<file path="src/rtl/lcd_pkg.sv">
// Shared types, LCD command bytes and helpers for the LCD message sequencer.
package lcd_pkg;

    // Sequencer phases.
    typedef enum logic [2:0] {
        StIdle,
        StPwrup,
        StInit,
        StMsg,
        StDone
    } state_e;

    // Single-byte transfer engine phases.
    typedef enum logic [1:0] {
        XIdle,
        XSetup,
        XEnHi,
        XWait
    } xfer_e;

    // HD44780 command bytes.
    localparam logic [7:0] LCD_FUNC_SET = 8'h38;
    localparam logic [7:0] LCD_DISP_ON  = 8'h0C;
    localparam logic [7:0] LCD_CLEAR    = 8'h01;
    localparam logic [7:0] LCD_ENTRY    = 8'h06;
    localparam logic [7:0] LCD_LINE1    = 8'h80;
    localparam logic [7:0] LCD_LINE2    = 8'hC0;

    // One shared width so every timing count fits, however the waits are tuned.
    function automatic int unsigned cnt_width(input int unsigned a, input int unsigned b,
                                              input int unsigned c, input int unsigned d);
        int unsigned m;
        m = a;
        if (b > m) m = b;
        if (c > m) m = c;
        if (d > m) m = d;
        return $clog2(m + 1);
    endfunction

    // Init command stream, in issue order.
    function automatic logic [7:0] init_cmd(input logic [1:0] i);
        logic [7:0] b;
        case (i)
            2'd0:    b = LCD_FUNC_SET;
            2'd1:    b = LCD_DISP_ON;
            2'd2:    b = LCD_CLEAR;
            default: b = LCD_ENTRY;
        endcase
        return b;
    endfunction

endpackage

</file>
<file path="src/rtl/lcd_xfer.sv">
// Single-byte LCD write engine: SETUP, enable strobe, then a settle wait sized by the byte.
// ready is also raised in the last wait cycle so a back-to-back request costs no idle cycle.
module lcd_xfer
    import lcd_pkg::*;
#(
    parameter int unsigned EN_CYCLES = 16,
    parameter int unsigned CMD_WAIT  = 2500,
    parameter int unsigned CLR_WAIT  = 100000,
    parameter int unsigned PWR_WAIT  = 1000000
) (
    input  logic       clk,
    input  logic       rst,
    input  logic       req,
    input  logic       req_rs,
    input  logic [7:0] req_byte,
    output logic       ready,
    output logic       lcd_en,
    output logic       lcd_rs,
    output logic [7:0] lcd_data
);

    localparam int unsigned CntW = cnt_width(PWR_WAIT, CLR_WAIT, CMD_WAIT, EN_CYCLES);
    localparam logic [CntW-1:0] EnLoad  = CntW'(EN_CYCLES - 1);
    localparam logic [CntW-1:0] CmdLoad = CntW'(CMD_WAIT - 1);
    localparam logic [CntW-1:0] ClrLoad = CntW'(CLR_WAIT - 1);

    xfer_e           xst_q, xst_d;
    logic [CntW-1:0] cnt_q, cnt_d;
    logic            rs_q, rs_d;
    logic [7:0]      data_q, data_d;
    logic            last_wait;

    assign last_wait = (xst_q == XWait) && (cnt_q == '0);

    // Engine state, countdown and the latched rs/byte.
    always_ff @(posedge clk) begin
        if (rst) begin
            xst_q  <= XIdle;
            cnt_q  <= '0;
            rs_q   <= 1'b0;
            data_q <= 8'h00;
        end else begin
            xst_q  <= xst_d;
            cnt_q  <= cnt_d;
            rs_q   <= rs_d;
            data_q <= data_d;
        end
    end

    // Next-state: rs/byte are latched on accept and held until the next accept.
    always_comb begin
        xst_d  = xst_q;
        cnt_d  = cnt_q;
        rs_d   = rs_q;
        data_d = data_q;
        case (xst_q)
            XIdle: begin
                if (req) begin
                    xst_d  = XSetup;
                    rs_d   = req_rs;
                    data_d = req_byte;
                end
            end
            XSetup: begin
                xst_d = XEnHi;
                cnt_d = EnLoad;
            end
            XEnHi: begin
                if (cnt_q == '0) begin
                    xst_d = XWait;
                    // Clear needs the long settle time; everything else the short one.
                    cnt_d = (!rs_q && data_q == LCD_CLEAR) ? ClrLoad : CmdLoad;
                end else begin
                    cnt_d = cnt_q - CntW'(1);
                end
            end
            XWait: begin
                if (cnt_q != '0) begin
                    cnt_d = cnt_q - CntW'(1);
                end else if (req) begin
                    xst_d  = XSetup;
                    rs_d   = req_rs;
                    data_d = req_byte;
                end else begin
                    xst_d = XIdle;
                end
            end
            default: xst_d = XIdle;
        endcase
    end

    // Pin drive and handshake.
    always_comb begin
        ready    = (xst_q == XIdle) || last_wait;
        lcd_en   = (xst_q == XEnHi);
        lcd_rs   = rs_q;
        lcd_data = data_q;
    end

endmodule

</file>
<file path="src/rtl/lcd_msg_sequencer.sv">
// HD44780 16x2 sequencer: power-up wait, four init commands, then MSG_LEN ROM chars with a
// line-2 address command inserted before index LINE_LEN.
// Build option: define LCD_REFRESH_EN to home the cursor and rewrite the message forever,
// pulsing done at the end of each pass instead of stopping.
module lcd_msg_sequencer
    import lcd_pkg::*;
#(
    parameter int unsigned MSG_LEN   = 32,
    parameter int unsigned LINE_LEN  = 16,
    parameter int unsigned EN_CYCLES = 16,
    parameter int unsigned CMD_WAIT  = 2500,
    parameter int unsigned CLR_WAIT  = 100000,
    parameter int unsigned PWR_WAIT  = 1000000
) (
    input  logic        clk,
    input  logic        rst,
    input  logic        start,
    output logic [5:0]  rom_addr,
    input  logic [31:0] rom_data,
    output logic [7:0]  lcd_data,
    output logic        lcd_rs,
    output logic        lcd_rw,
    output logic        lcd_en,
    output logic        lcd_on,
    output logic        busy,
    output logic        done
);

    localparam int unsigned CntW = cnt_width(PWR_WAIT, CLR_WAIT, CMD_WAIT, EN_CYCLES);
    localparam logic [CntW-1:0] PwrLoad = CntW'(PWR_WAIT - 1);
    localparam logic [5:0]      LastIdx = 6'(MSG_LEN - 1);

    state_e          state_q, state_d;
    logic [CntW-1:0] pwr_cnt_q, pwr_cnt_d;
    logic [1:0]      init_idx_q, init_idx_d;
    logic [5:0]      idx_q, idx_d;
    logic            line_done_q, line_done_d;
    logic            sent_last_q, sent_last_d;
    logic            done_q, done_d;

    logic            xfer_ready;
    logic            req;
    logic            req_rs;
    logic [7:0]      req_byte;
    logic            line_due;
    logic            unused_rom;

    assign unused_rom = ^rom_data[31:8];
    assign line_due   = (32'(idx_q) == LINE_LEN) && !line_done_q;

    lcd_xfer #(
        .EN_CYCLES (EN_CYCLES),
        .CMD_WAIT  (CMD_WAIT),
        .CLR_WAIT  (CLR_WAIT),
        .PWR_WAIT  (PWR_WAIT)
    ) u_xfer (
        .clk      (clk),
        .rst      (rst),
        .req      (req),
        .req_rs   (req_rs),
        .req_byte (req_byte),
        .ready    (xfer_ready),
        .lcd_en   (lcd_en),
        .lcd_rs   (lcd_rs),
        .lcd_data (lcd_data)
    );

    // Sequencer state register and pass bookkeeping.
    always_ff @(posedge clk) begin
        if (rst) begin
            state_q     <= StIdle;
            pwr_cnt_q   <= '0;
            init_idx_q  <= 2'd0;
            idx_q       <= 6'd0;
            line_done_q <= 1'b0;
            sent_last_q <= 1'b0;
            done_q      <= 1'b0;
        end else begin
            state_q     <= state_d;
            pwr_cnt_q   <= pwr_cnt_d;
            init_idx_q  <= init_idx_d;
            idx_q       <= idx_d;
            line_done_q <= line_done_d;
            sent_last_q <= sent_last_d;
            done_q      <= done_d;
        end
    end

    // Next-state: indices advance when the engine accepts a byte, so rom_addr already points
    // at the next char while the current one is still on the bus.
    always_comb begin
        state_d     = state_q;
        pwr_cnt_d   = pwr_cnt_q;
        init_idx_d  = init_idx_q;
        idx_d       = idx_q;
        line_done_d = line_done_q;
        sent_last_d = sent_last_q;
        done_d      = done_q;
        case (state_q)
            StIdle, StDone: begin
                if (start) begin
                    state_d     = StPwrup;
                    pwr_cnt_d   = PwrLoad;
                    init_idx_d  = 2'd0;
                    idx_d       = 6'd0;
                    line_done_d = 1'b0;
                    sent_last_d = 1'b0;
                    done_d      = 1'b0;
                end
            end
            StPwrup: begin
                if (pwr_cnt_q == '0) begin
                    state_d = StInit;
                end else begin
                    pwr_cnt_d = pwr_cnt_q - CntW'(1);
                end
            end
            StInit: begin
                if (req) begin
                    if (init_idx_q == 2'd3) begin
                        state_d = StMsg;
                    end else begin
                        init_idx_d = init_idx_q + 2'd1;
                    end
                end
            end
            StMsg: begin
`ifdef LCD_REFRESH_EN
                done_d = 1'b0;
`endif
                if (xfer_ready && sent_last_q) begin
                    // Last char has fully settled: the pass is over.
`ifdef LCD_REFRESH_EN
                    done_d      = 1'b1;
                    idx_d       = 6'd0;
                    line_done_d = 1'b0;
                    sent_last_d = 1'b0;
`else
                    state_d = StDone;
                    done_d  = 1'b1;
`endif
                end else if (req) begin
                    if (line_due) begin
                        line_done_d = 1'b1;
                    end else if (idx_q == LastIdx) begin
                        sent_last_d = 1'b1;
                    end else begin
                        idx_d = idx_q + 6'd1;
                    end
                end
            end
            default: state_d = StIdle;
        endcase
    end

    // Outputs: engine request selection and status.
    always_comb begin
        req      = 1'b0;
        req_rs   = 1'b0;
        req_byte = 8'h00;
        case (state_q)
            StInit: begin
                if (xfer_ready) begin
                    req      = 1'b1;
                    req_byte = init_cmd(init_idx_q);
                end
            end
            StMsg: begin
                if (xfer_ready) begin
                    if (sent_last_q) begin
`ifdef LCD_REFRESH_EN
                        req      = 1'b1;
                        req_byte = LCD_LINE1;
`endif
                    end else if (line_due) begin
                        req      = 1'b1;
                        req_byte = LCD_LINE2;
                    end else begin
                        req      = 1'b1;
                        req_rs   = 1'b1;
                        req_byte = rom_data[7:0];
                    end
                end
            end
            default: ;
        endcase
        rom_addr = idx_q;
        lcd_rw   = 1'b0;
        lcd_on   = 1'b1;
        busy     = (state_q == StPwrup) || (state_q == StInit) || (state_q == StMsg);
        done     = done_q;
    end

endmodule

</file>
<file path="config.mk">
export PLATFORM = sky130hd
export DESIGN_NAME = lcd_msg_sequencer
export DESIGN_NICKNAME = d
export VERILOG_FILES = /design/src/rtl/lcd_pkg.sv /design/src/rtl/lcd_xfer.sv /design/src/rtl/lcd_msg_sequencer.sv
export SDC_FILE = /design/constraint.sdc
export NUM_CORES = 1
export LEC_CHECK = 0
export CAP_MARGIN = 20
export CORE_ASPECT_RATIO = 0.5
export CORE_MARGIN = 4
export CORE_UTILIZATION = 35
export CTS_BUF_LIST = sky130_fd_sc_hd__clkbuf_4
export CTS_CLUSTER_DIAMETER = 50
export CTS_CLUSTER_SIZE = 40
export DETAILED_ROUTE_END_ITERATION = 16
export HOLD_SLACK_MARGIN = 0.12
export PLACE_DENSITY = 0.58
export SETUP_SLACK_MARGIN = 0.3
export SYNTH_ARGS = -nofsm -noshare
export SYNTH_HDL_FRONTEND = slang
export SYNTH_SLANG_ARGS = --single-unit
export TNS_END_PERCENT = 10
</file>
<file path="constraint.sdc">
create_clock -name clk -period 3.1 [get_ports clk]
set_clock_uncertainty 0.05 [all_clocks]
set_input_delay 0.465 -clock clk [delete_from_list [all_inputs] [get_ports clk]]
set_output_delay 0.465 -clock clk [all_outputs]
set_load 0.02 [all_outputs]
</file>
==> PnR_summary.wiki <==
{| class="wikitable"
! Metric !! Value
|-
| Fraction of the mapped netlist area in simple logic gates || 26.1%
|-
| CTS tree || done
|-
| Starting density of the core || between 30% and 40%
|-
| Total iterations of the first detailed-routing run || 4
|-
| RePlAce Congestion || 0.798
|-
| Maximum number of pins on one net before global-route repair || 17
|-
| Clock latency reported for the late side of the worst-skew pair || 0.42 ns
|-
| Count of nets after finishing || approximately 500
|-
| H-Tree Depth || 3
|-
| Fin crit period || approximately 2.6 ns
|-
| FF+latch count, synth || 65
|-
| Final routed DRC violation total || 0
|-
| WL/cell || 13.6 µm
|-
| Syn nets || 468
|-
| Total global routing overflow || 0
|-
| Global-route wire length before repair || 13800 µm
|-
| Commonest non-fill, non-tap cells in the layout || sky130_fd_sc_hd__dfxtp_1, sky130_fd_sc_hd__nor2_1, sky130_fd_sc_hd__a21oi_1
|-
| Cell count after synthesis || 421
|-
| Critical path startpoint category || flop
|-
| Required time of the worst setup path || between 3 and 4 ns
|-
| Xor-xnor portion of the synthesized cell area || under 10%
|-
| Most used DFF post-synth || sky130_fd_sc_hd__dfxtp_1
|-
| Vias per std cell || ~5.2
|-
| Complex-gate fraction of the synthesized area || around a fifth
|-
| Final Cycle Share || ~84%
|-
| Count of input and output buffers || 28
|-
| Share of layout cells above drive strength 1 || about a tenth
|-
| Diode insertion count for antenna repair || 0
|-
| Vias || 3091
|-
| Sum of routed wire length over all layers || ~8000 µm
|-
| Signed area change from the synthesized netlist to the final layout || 16.1%
|-
| Largest family of logic cells by synthesized area || simple AND/OR/NAND/NOR gates
|-
| Worst-case clock buffer depth || 2
|-
| Fin Setup TNS || 0 ns
|-
| P_leak || ~1.4 nW
|-
| Biggest fanout along the worst timing path || 10
|-
| Number of core rows || 25
|-
| Via count of the first global-routing pass || ~2700
|-
| Worst-case vdd ir drop || approximately 0.36 mV
|-
| Crit path setup slack, layout || 0.484 ns
|-
| # clock sinks || 65
|-
| Total GRT Usage || between 10% and 20%
|-
| CP arrival || approximately 2.9 ns
|-
| Mux share of post-synthesis cell area || less than 1%
|-
| Top Ports || 55
|-
| Die Area || between 0.01 and 0.015 mm²
|-
| Core footprint || ~0.0096 mm²
|-
| Detailed Route Iter0 Violations || 189
|-
| Final count of pins violating max slew || 0
|-
| RSZ-0062 raised after global routing || false
|-
| EDFF count, synth || 0
|-
| # Max-Cap Violations || 0
|-
| Run status || finished clean
|-
| Clock root buffer master || sky130_fd_sc_hd__clkbuf_4
|-
| Number of setup violations in the final report || 0
|-
| Mean cell area of the mapped netlist || 8.37 µm²
|-
| Worst hold-check path type || reg -> reg
|-
| Endpoint class of the critical path || flop
|-
| Maximum clock rate || 382 MHz
|-
| Die extent in x || between 100 and 150 µm
|-
| Worst Path Class, Setup || reg -> reg
|-
| Adder-Cell Fraction of Synth Area || 4.26%
|-
| Initial antenna violation count || 0
|-
| CTS buffer count || 9
|-
| Cell area after synthesis || approximately 0.0035 mm²
|-
| Measured slew at the worst slew-check pin || 0.700 ns
|-
| Pre-CTS setup slack || 0.513 ns
|-
| Total of fill cells in the finished design || around 1000
|-
| Portion of the post-synthesis area used by sequential elements || a little under two fifths
|-
| Share of synthesized registers carrying an async set or reset || 0%
|-
| Number of distinct standard cells referenced by the synthesized netlist || between 60 and 70
|-
| Die height || 78.9 µm
|-
| Clock transition at the register clock pins on the worst setup and hold paths after CTS || about 0.11 ns
|-
| Slew HR || a little over half
|-
| Antenna violation net count after detailed routing || 0
|-
| DPL Wire Length || about 5700 µm
|-
| Leading cell type in the layout, fill and taps excluded || sky130_fd_sc_hd__dfxtp_1
|-
| Power density over the cells || 1050 mW/mm²
|-
| Final Hold Viols || 0
|-
| YS warnings || 0
|}
## kinds of logic after synthesis
family / count (synthesis)
compound gates: 98
xor+xnor: 25
fa+ha+maj: 12
buf+inv: 38
flops: 65
mux: 3
other cells: 2
simple gates: 178
## metal layers
layer  vias to the layer above  part of all wire (%)  global-route usage, %
li1                       1595                     -                      -
met1                      1426                    51                   20.4
met2                        61                    43                   21.6
met3                         9                   5.3                   4.10
met4                         0                   1.0                   3.38
met5                         -                     0                      0
## synthesized netlist by cell type, types with 10 or more instances
| master | instances | area share [%] |
|---|---|---|
| sky130_fd_sc_hd__xor2_1 | 10 | 2.5 |
| sky130_fd_sc_hd__dfxtp_1 | 65 | 37 |
| sky130_fd_sc_hd__nand2_1 | 22 | 2.3 |
| sky130_fd_sc_hd__xnor2_1 | 15 | 3.7 |
| sky130_fd_sc_hd__nand3_1 | 10 | 1.4 |
| sky130_fd_sc_hd__nor2_1 | 62 | 6.6 |
| sky130_fd_sc_hd__a21oi_1 | 35 | 5.0 |
| sky130_fd_sc_hd__nor3_1 | 27 | 3.8 |
| sky130_fd_sc_hd__a311oi_1 | 10 | 2.5 |
| sky130_fd_sc_hd__ha_1 | 12 | 4.3 |
| sky130_fd_sc_hd__inv_1 | 17 | 1.8 |
| sky130_fd_sc_hd__nor4_1 | 13 | 2.3 |
## area by class of cell
class,count,area [µm²],share of cell area (%)
multi-input combinational,318,2020,49.4
sequential,65,1300,31.8
timing repair buffer,41,378,9.24
tap,135,169,4.13
clock inverter,6,82.6,2.02
clock buffer,10,75.1,1.84
inverter,17,63.8,1.56
## path summary, 6_finish.rpt
| check | slack [ns] | depth (start not counted) | startpoint | end |
|---|---|---|---|---|
| max reg2reg | 0.48 | 9 | pwr_cnt_q[0] | pwr_cnt_q[18] |
| max | 0.48 | 9 | pwr_cnt_q[0] | pwr_cnt_q[18] |
| min reg2reg | 0.43 | 2 | u_xfer.lcd_rs | u_xfer.lcd_rs |
| min | 0.43 | 2 | u_xfer.lcd_rs | u_xfer.lcd_rs |
## through the flow
| step | total power, mW | area [µm²] | cells | utilization (%) | hold WS (ns) |
|---|---|---|---|---|---|
| 3_3_place_gp | 3.60 | 3930 | 576 | 40.7 | 0.401 |
| 4_1_cts | 4.28 | 4080 | 592 | 42.4 | 0.437 |
| 2_1_floorplan | 3.15 | 3520 | 421 | - | 0.387 |
| 6_report | 4.28 | 4090 | 592 | 42.4 | 0.430 |
| 5_1_grt | 4.68 | 4090 | 592 | 42.4 | 0.477 |
| 3_5_place_dp | 3.62 | 3930 | 576 | 40.7 | 0.414 |
## registers in the layout (all words and copies together) (netlist names)
signal           flops
state_q              3
rom_addr             6
pwr_cnt_q           20
done                 1
u_xfer.cnt_q        20
sent_last_q          1
u_xfer.lcd_data      8
u_xfer.xst_q         2
u_xfer.lcd_rs        1
init_idx_q           2
line_done_q          1
## report_power, final
group          internal, mW  total, mW  switching [mW]
clock                 0.331      0.650           0.319
sequential             1.07       1.33           0.262
combinational         0.903       2.29            1.39
total                  2.30       4.28            1.97
## critical path, cell delays in order, from the launching register on
cell and delay (ns):
sky130_fd_sc_hd__dfxtp_1 0.36, sky130_fd_sc_hd__inv_1 0.07, sky130_fd_sc_hd__ha_1 0.17, sky130_fd_sc_hd__or3b_1 0.48, sky130_fd_sc_hd__or4_4 0.51, sky130_fd_sc_hd__o21ai_4 0.32, sky130_fd_sc_hd__buf_4 0.23, sky130_fd_sc_hd__or3_1 0.12
sky130_fd_sc_hd__xor2_1 0.15, sky130_fd_sc_hd__a21oi_1 0.08
## timing repair
item	4_1_cts	5_1_grt
hold buffers	0	0
buffers inserted	0	0
setup endpoints to repair	0	1
resized for setup	0	1
No activity file was read; power rests on OpenSTA's default activity.
